$ cat config.mk
export PLATFORM = sky130hd
export DESIGN_NAME = add_round_key_stream
export DESIGN_NICKNAME = d
export VERILOG_FILES = /design/src/rtl/add_round_key_stream.sv
export SDC_FILE = /design/constraint.sdc
export NUM_CORES = 2
export LEC_CHECK = 0
export CORE_UTILIZATION = 50
export CTS_CLUSTER_SIZE = 12
export DETAILED_ROUTE_END_ITERATION = 6
export PLACE_DENSITY = 0.78
export SLEW_MARGIN = 20
export SYNTH_ARGS = -nofsm -noshare
export SYNTH_HDL_FRONTEND = slang
export SYNTH_SLANG_ARGS = --single-unit
$ cat constraint.sdc
create_clock -name clk -period 3.4 [get_ports clk]
set_input_delay 0.34 -clock clk [delete_from_list [all_inputs] [get_ports clk]]
set_output_delay 0.34 -clock clk [all_outputs]
set_load 0.05 [all_outputs]
$ cat src/rtl/add_round_key_stream.sv
// add_round_key_stream: streaming AddRoundKey stage.
// Each accepted state block is XORed with a round key read from an internal
// key file (written by the key-expansion block through its own port). Results
// go into a 2-entry output buffer built from a head and a tail register, so
// the output is always registered and never has a combinational path from in_*.
// Optional feature: define ARK_PARITY_EN to add out_parity, the per-byte even
// parity of out_data, computed at push and stored with each buffer entry.
//
// Handshake: a transfer happens on a rising edge where valid && ready are both
// high. The producer holds valid and its payload until the transfer. in_ready
// depends only on the registered buffer count (and reset), never on out_ready.
module add_round_key_stream #(
  parameter int DATA_W    = 128,
  parameter int KEY_DEPTH = 15,
  parameter int IDX_W     = 4
) (
  input  logic              clk,
  input  logic              rst,
  input  logic              key_wr_en,
  input  logic [IDX_W-1:0]  key_wr_idx,
  input  logic [DATA_W-1:0] key_wr_data,
  input  logic              in_valid,
  output logic              in_ready,
  input  logic [DATA_W-1:0] in_data,
  input  logic [IDX_W-1:0]  in_round,
  output logic              out_valid,
  input  logic              out_ready,
  output logic [DATA_W-1:0] out_data,
  output logic [IDX_W-1:0]  out_round,
  output logic              err_idx
`ifdef ARK_PARITY_EN
  ,
  output logic [DATA_W/8-1:0] out_parity
`endif
);

  // The file spans the whole index space so any index is a legal array
  // reference; entries at or above KEY_DEPTH are never written and never read.
  localparam int unsigned FILE_N = 2 ** IDX_W;
  localparam logic [IDX_W:0] DEPTH_C = (IDX_W + 1)'(KEY_DEPTH);

  logic [DATA_W-1:0] key_q [FILE_N];

  logic [1:0]        count_q, count_d;
  logic [DATA_W-1:0] head_data_q, head_data_d;
  logic [DATA_W-1:0] tail_data_q, tail_data_d;
  logic [IDX_W-1:0]  head_round_q, head_round_d;
  logic [IDX_W-1:0]  tail_round_q, tail_round_d;
  logic              err_q, err_d;

  logic              push;
  logic              pop;
  logic              rd_ok;
  logic              wr_ok;
  logic [DATA_W-1:0] blk_data;

  assign rd_ok = ({1'b0, in_round} < DEPTH_C);
  assign wr_ok = ({1'b0, key_wr_idx} < DEPTH_C);

  assign in_ready  = rst && (count_q != 2'd2);
  assign out_valid = (count_q != 2'd0);
  assign push      = in_valid && in_ready;
  assign pop       = out_valid && out_ready;

  // Out-of-range rounds use an all-zero key; the key file read sees the
  // contents before this edge, so a same-cycle write to that entry is not seen.
  assign blk_data = in_data ^ (rd_ok ? key_q[in_round] : '0);

  assign out_data  = head_data_q;
  assign out_round = head_round_q;
  assign err_idx   = err_q;

`ifdef ARK_PARITY_EN
  localparam int NB = DATA_W / 8;

  logic [NB-1:0] blk_par;
  logic [NB-1:0] head_par_q, head_par_d;
  logic [NB-1:0] tail_par_q, tail_par_d;

  // Even parity of each byte of the block being pushed.
  always_comb begin
    blk_par = '0;
    for (int i = 0; i < NB; i++) begin
      blk_par[i] = ^blk_data[8*i +: 8];
    end
  end

  assign out_parity = head_par_q;
`endif

  // Key file: cleared by reset, out-of-range write addresses are dropped.
  always_ff @(posedge clk or negedge rst) begin
    if (!rst) begin
      for (int i = 0; i < FILE_N; i++) begin
        key_q[i] <= '0;
      end
    end else if (key_wr_en && wr_ok) begin
      key_q[key_wr_idx] <= key_wr_data;
    end
  end

  // Buffer next state: head is the visible entry, tail the one queued behind.
  // A pop that empties the buffer leaves head untouched so out_data holds.
  always_comb begin
    count_d      = count_q;
    head_data_d  = head_data_q;
    head_round_d = head_round_q;
    tail_data_d  = tail_data_q;
    tail_round_d = tail_round_q;
`ifdef ARK_PARITY_EN
    head_par_d   = head_par_q;
    tail_par_d   = tail_par_q;
`endif
    err_d        = err_q | (push & ~rd_ok);
    unique case ({push, pop})
      2'b10: begin
        count_d = count_q + 2'd1;
        if (count_q == 2'd0) begin
          head_data_d  = blk_data;
          head_round_d = in_round;
`ifdef ARK_PARITY_EN
          head_par_d   = blk_par;
`endif
        end else begin
          tail_data_d  = blk_data;
          tail_round_d = in_round;
`ifdef ARK_PARITY_EN
          tail_par_d   = blk_par;
`endif
        end
      end
      2'b01: begin
        count_d = count_q - 2'd1;
        if (count_q == 2'd2) begin
          head_data_d  = tail_data_q;
          head_round_d = tail_round_q;
`ifdef ARK_PARITY_EN
          head_par_d   = tail_par_q;
`endif
        end
      end
      2'b11: begin
        // Only reachable with count 1: the new block replaces the departing head.
        head_data_d  = blk_data;
        head_round_d = in_round;
`ifdef ARK_PARITY_EN
        head_par_d   = blk_par;
`endif
      end
      default: ;
    endcase
  end

  // Buffer and sticky error registers.
  always_ff @(posedge clk or negedge rst) begin
    if (!rst) begin
      count_q      <= 2'd0;
      head_data_q  <= '0;
      head_round_q <= '0;
      tail_data_q  <= '0;
      tail_round_q <= '0;
      err_q        <= 1'b0;
`ifdef ARK_PARITY_EN
      head_par_q   <= '0;
      tail_par_q   <= '0;
`endif
    end else begin
      count_q      <= count_d;
      head_data_q  <= head_data_d;
      head_round_q <= head_round_d;
      tail_data_q  <= tail_data_d;
      tail_round_q <= tail_round_d;
      err_q        <= err_d;
`ifdef ARK_PARITY_EN
      head_par_q   <= head_par_d;
      tail_par_q   <= tail_par_d;
`endif
    end
  end

endmodule

==> Word level (Yosys, flattened, before mapping) <==
Cells that the tools add are included.
{ "classes": {"n_addsub": 2, "n_bitwise": 7, "reduce_logical": 11, "n_lt_le_gt_ge": 5, "eq_ne": 7, "muxes": 14} }
{ "ops": {"columns": ["operator", "n"], "rows": [
  ["$bwmux W2048", 1],
  ["$mux W128", 6],
  ["$bmux W128 S4", 1],
  ["$demux W128 S4", 1],
  ["$pmux W128 S3", 1],
  ["$xor A128 B128 Y128", 1],
  ["$pmux W4 S3", 1],
  ["$ge A5 B5 Y1 const B", 2],
  ["$not A4 Y5", 2],
  ["$lt A4 B4 Y1 const B", 2],
  ["$mux W4", 2],
  ["$eq A2 B2 Y1 const B", 3],
  ["$ne A2 B2 Y1 const B", 3],
  ["$logic_and A1 B1 Y1", 5],
  ["$lt A5 B1 Y1 const B", 1],
  ["$pmux W2 S2", 1],
  ["$reduce_bool A2 Y1", 2],
  ["$reduce_and A3 Y1", 1],
  ["$reduce_bool A3 Y1", 1],
  ["$add A2 B1 Y2 const B", 1],
  ["$eq A2 B1 Y1 const B", 1],
  ["$logic_not A2 Y1", 1],
  ["$not A1 Y1", 2],
  ["$reduce_and A2 Y1", 1],
  ["3 further kinds", 3]
]} }
{ "word_totals": {"wordCells": 68, "reg_bits": 2315} }

==> Depth between registers and ports, before layout <==
{ "logic_depth": {"word_depth": 8, "depth_mapped": 14} }

==> Worst setup path before layout <==
Ideal clock, no wire load.
{ "synth_path": {"kind": "register -> register", "start": "reg count_q[0]", "end": "reg head_data_q[106], in the netlist out_data[106]", "stages_incl_launch_ff": 15, "n_path_buf": 4, "t_arrival_ns": 3.593, "setup_time_ns": 0.082, "required_ns": 3.318, "slack_ns": -0.275, "path_cell_list": "dfrtp_1 -> inv_1 -> a21boi_0 -> nand2_1 -> ha_1 -> buf_2 -> mux2i_1 -> nand2_1 -> o21ai_0 -> nor2b_1 -> buf_2 -> buf_2 -> clkbuf_1 -> nor2_1 -> o22ai_1"} }
{ "synth_between": {"elab_chain_len": 6, "elab_cells_between_ends": 15} }
{ "synth_rtl": {"columns": ["element", "line_no", "text"], "rows": [
  ["start: declaration", "44", "logic [1:0] count_q, count_d;"],
  ["start signal: assignment", "168", "count_q <= count_d;"],
  ["$ne A2 B2 Y1 (*)", "60", "assign in_ready = rst && (count_q != 2'd2);"],
  ["$logic_and A1 B1 Y1 (*)", "60", null],
  ["net in_ready", "23", "output logic in_ready,"],
  ["$logic_and A1 B1 Y1 (*)", "62", "assign push = in_valid && in_ready;"],
  ["$eq A2 B1 Y1 / $eq A2 B2 Y1 (equally long branches)", "115", "unique case ({push, pop})"],
  ["$ne A2 B2 Y1 (no line) / $reduce_bool A3 Y1 (equally long branches)", null, null],
  ["$reduce_and A3 Y1 (no line)", null, null],
  ["end signal: assignment", "169", "head_data_q <= head_data_d;"],
  ["end: declaration", "45", "logic [DATA_W-1:0] head_data_q, head_data_d;"]
]} }
The timed path passes the listed nets; every way through them passes the cells marked *.
A chain may end at the register's enable or synchronous reset.

==> Worst setup path after layout <==
{ "layout_path": {"start": "reg count_q[0]", "end": "reg head_data_q[16], in the netlist out_data[16]"} }
{ "layout_between": {"elab_chain_len": 6, "elab_cells_between_ends": 15} }
{ "layout_rtl": {"columns": ["element", "line_no"], "rows": [
  ["$ne A2 B2 Y1", "60"],
  ["$logic_and A1 B1 Y1", "60"],
  ["$logic_and A1 B1 Y1", "62"],
  ["$eq A2 B1 Y1 / $eq A2 B2 Y1 (equally long branches)", "115"],
  ["$ne A2 B2 Y1 (no line) / $reduce_bool A3 Y1 (equally long branches)", null],
  ["$reduce_and A3 Y1 (no line)", null]
]} }
Several ways; a longest one is shown, not always the timed one.

==> flow_metrics.py <==
metrics = {
    "synth": {
        "yosysSeqAreaShare_pct": 55.6,
        "syn_area_um2": 98500,
        "syn_area_per_cell_um2": 14.1,
        "yosysWarnings": 0,
        "synthCells": 7000,
        "yosys_register_bits": 2188,
        "synth_cell_type_count": 37,
        "synth_nets": 7273,
    },
    "placed_design": {
        "gp_congestion": 0.827,
        "dpl.hpwl_mm": 158,
        "dp.cells": 9638,
        "portBuffers": 403,
    },
    "setup_path": {
        "worst_ep_arrival_time_ps": 3650,
        "cp-end-kind": "flop",
        "start_kind": "flop",
        "cp.required_ps": 4170,
        "critPathKind": "flop to flop",
        "critPathMaxFanout": 27,
    },
    "sta": {
        "fin_skew_ps": 40.4,
        "fin_crit_sh_pct": 84.8,
        "setup-violations-final": 0,
        "maxSlewViolCount": 0,
        "fin_setup_tns_ps": 0,
        "max_slew.worst_pin.slew_ps": 1000,
        "fmaxAchievable_mhz": 347,
        "rsz0062_at_grt": "no",
        "hold_viol": 0,
        "finalCriticalPeriod_ps": 2880,
        "relSlewSlack_pct": 33.1,
        "hold_slack_ps": 155,
    },
    "global_route": {
        "antenna_found_initial": 37,
        "grt_usage_pct": 26.2,
        "grt_pass1_wl_mm": 400,
        "grt_max_degree": 193,
        "first_global_vias": 64226,
        "grt.overflow.total": 0,
    },
    "drt": {
        "drt-pass1-iter-count": 7,
        "drtIter0Drc": 4998,
        "ant_nets": 0,
        "vias": 60569,
        "drc": 0,
        "wl_mm": 258,
        "post_drt_wl_per_cell_um": 25.7,
        "vias_per_cell": 6.03,
    },
    "floorplanning": {
        "initial_core_util_pct": 50.4,
        "die_h_um": 446,
        "pin_count": 404,
        "core_um2": 195000,
        "dieArea_um2": 199000,
        "fp.dieW_um": 446,
        "rows": 162,
    },
    "cts": {
        "cts_buffer_depth": 3,
        "cts_tree": "built",
        "path_clk_slew_ps": 60,
        "cts_max_level": 4,
        "cts-root-buf": "clkbuf_16",
        "numCtsBuffers": 221,
        "cts_sinks": 2188,
        "cts_resized": 0,
        "clkLatencyLatePin_ps": 870,
    },
    "finish": {
        "drive_gt1_share_pct": 37.5,
        "syn2layout_area_growth_pct": 15.3,
        "nNetsFinal": 7514,
        "nFillCells": 14801,
        "finalNonFillerCells": 10037,
    },
    "pwr": {
        "vdd_drop_max_mv": 0.493,
        "leakage_uw": 0.0492,
        "power_density_nw_per_um2": 713,
    },
    "job": {
        "maxCapViolations": 0,
    },
    "min_path": {
        "hp-class": "input port to asynchronous set/reset pin",
    },
    "run_status": {
        "outcome": "complete, no violations",
    },
}
==> metal layers <==
metal / share of wire, % / routed length (um) / global-route usage [%]
met1: 41 / 107000 / 34.7
met2: 50 / 128000 / 43.1
met3: 4.9 / 12700 / 4.28
met4: 4.0 / 10500 / 10.6
met5: 0.095 / 245 / 0
==> power by group <==
| part | switching (uW) | internal (uW) | total (uW) |
|---|---|---|---|
| clock network | 10200 | 13500 | 23600 |
| logic | 10900 | 9810 | 20700 |
| registers | 3680 | 32900 | 36600 |
| total | 24700 | 56200 | 80900 |
==> per-stage QoR <==
step | setup slack [ps] | instance area (um^2) | utilization, % | power, uW
floorplan | 185 | 98500 | - | 50200
global placement | 451 | 106000 | 54.5 | 56500
detailed placement | 397 | 106000 | 54.5 | 57700
CTS | 518 | 113000 | 58.1 | 81400
global route | 296 | 113000 | 58.1 | 84600
finish | 517 | 113000 | 58.1 | 80900
==> cells in the mapped netlist (all sizes together) <==
cell type     n  area [um^2]
o41ai         1         8.76
nand2       269         1010
a21boi        1         7.51
or2           1         6.26
o22ai       127          795
a21oi       128          641
buf         255         1420
ha            4         50.1
nor3b         1         7.51
o21ai       134          671
or3           3         18.8
and3          1         6.26
o31ai         1         7.51
nor2b         4         25.0
xor2        129         1130
a22oi       127          953
a2111oi       1         8.76
a31oi       128          801
o211ai      129          968
nor3          2         10.0
dfrtp      2188        54800
nand3b        4         30.0
clkbuf      387         1450
inv           4         15.0
nand3         2         10.0
mux2       1924        21700
xnor2         2         17.5
nand2b        4         25.0
mux4        256         5770
a41o          1         10.0
mux2i       516         5160
and2          1         6.26
nor2        265          997
==> sequential cells by signal, summed over array words and instances, names as in the netlist <==
signal        count
count_q           2
err_idx           1
tail_data_q     128
tail_round_q      4
key_q          1921
out_data        128
out_round         4
==> what timing repair did <==
action | CTS | global route
hold buffers | 1 | 0
setup buffers | 0 | 0
hold endpoints to repair | 108 | 0
==> worst paths after layout <==
check | start | to | slack, ps | depth (start not counted)
worst max-delay path | count_q[0] | out_data[16] | 520 | 12
worst min-delay path | rst | tail_data_q[123] | 150 | 3
worst max register to register | count_q[0] | out_data[16] | 520 | 12
worst min register to register | key_q[126] | key_q[126] | 380 | 0
max in group asynchronous | rst | key_q[557] | 940 | 6
min in group clk | in_data[75] | tail_data_q[75] | 170 | 3
==> cell usage in the layout (no fill, tap or decap), drive strengths merged, types with 2 or more instances in the layout <==
cell type,netlist,routed
dfrtp,2188,2188
mux2,1924,1924
mux2i,516,516
clkdlybuf4s50,0,397
clkbuf,387,342
nand2,269,269
nor2,265,265
buf,255,262
mux4,256,256
o21ai,134,134
xor2,129,129
o211ai,129,129
a31oi,128,128
a21oi,128,128
a22oi,127,127
o22ai,127,127
clkinv,0,24
diode,0,17
inv,4,11
nand3b,4,4
bufinv,0,4
nand2b,4,4
nor2b,4,4
ha,4,4
or3,3,3
nand3,2,2
nor3,2,2
xnor2,2,2
==> final cells by class <==
class	count	area (um^2)	share of cell area, %
Antenna cell	17	42.5	0.0375
Clock buffer	342	6540	5.76
Clock inverter	36	493	0.434
Inverter	4	15.0	0.0132
Multi-Input combinational cell	4166	41000	36.1
Sequential cell	2188	54800	48.2
Tap cell	2624	3280	2.89
Timing Repair Buffer	660	7390	6.52
==> worst max-delay path, cell delays in order (launching register included) <==
cell and delay, ps:
dfrtp_1 420, inv_1 80, a21boi_1 210, nand2_1 180, inv_1 150, ha_1 260, mux2i_1 100, nand2_1 110
o21ai_0 170, nand2b_4 420, buf_4 420, a21oi_1 80, o22ai_1 150
==> kinds of logic (layout without fill, tap and decap cells) <==
kind of cell,count (synthesis),count (layout),share of synthesized area [%]
AO/OA/AOI/OAI,778,778,4.95
XOR/XNOR,131,131,1.17
adder cells (fa/ha/maj),4,4,0.0508
buffers and inverters,646,1042,2.93
flip-flops,2188,2188,55.6
multiplexers,2696,2696,33.1
other,0,17,0
AND/OR/NAND/NOR,557,557,2.19
Power figures use the tool's default switching activity.
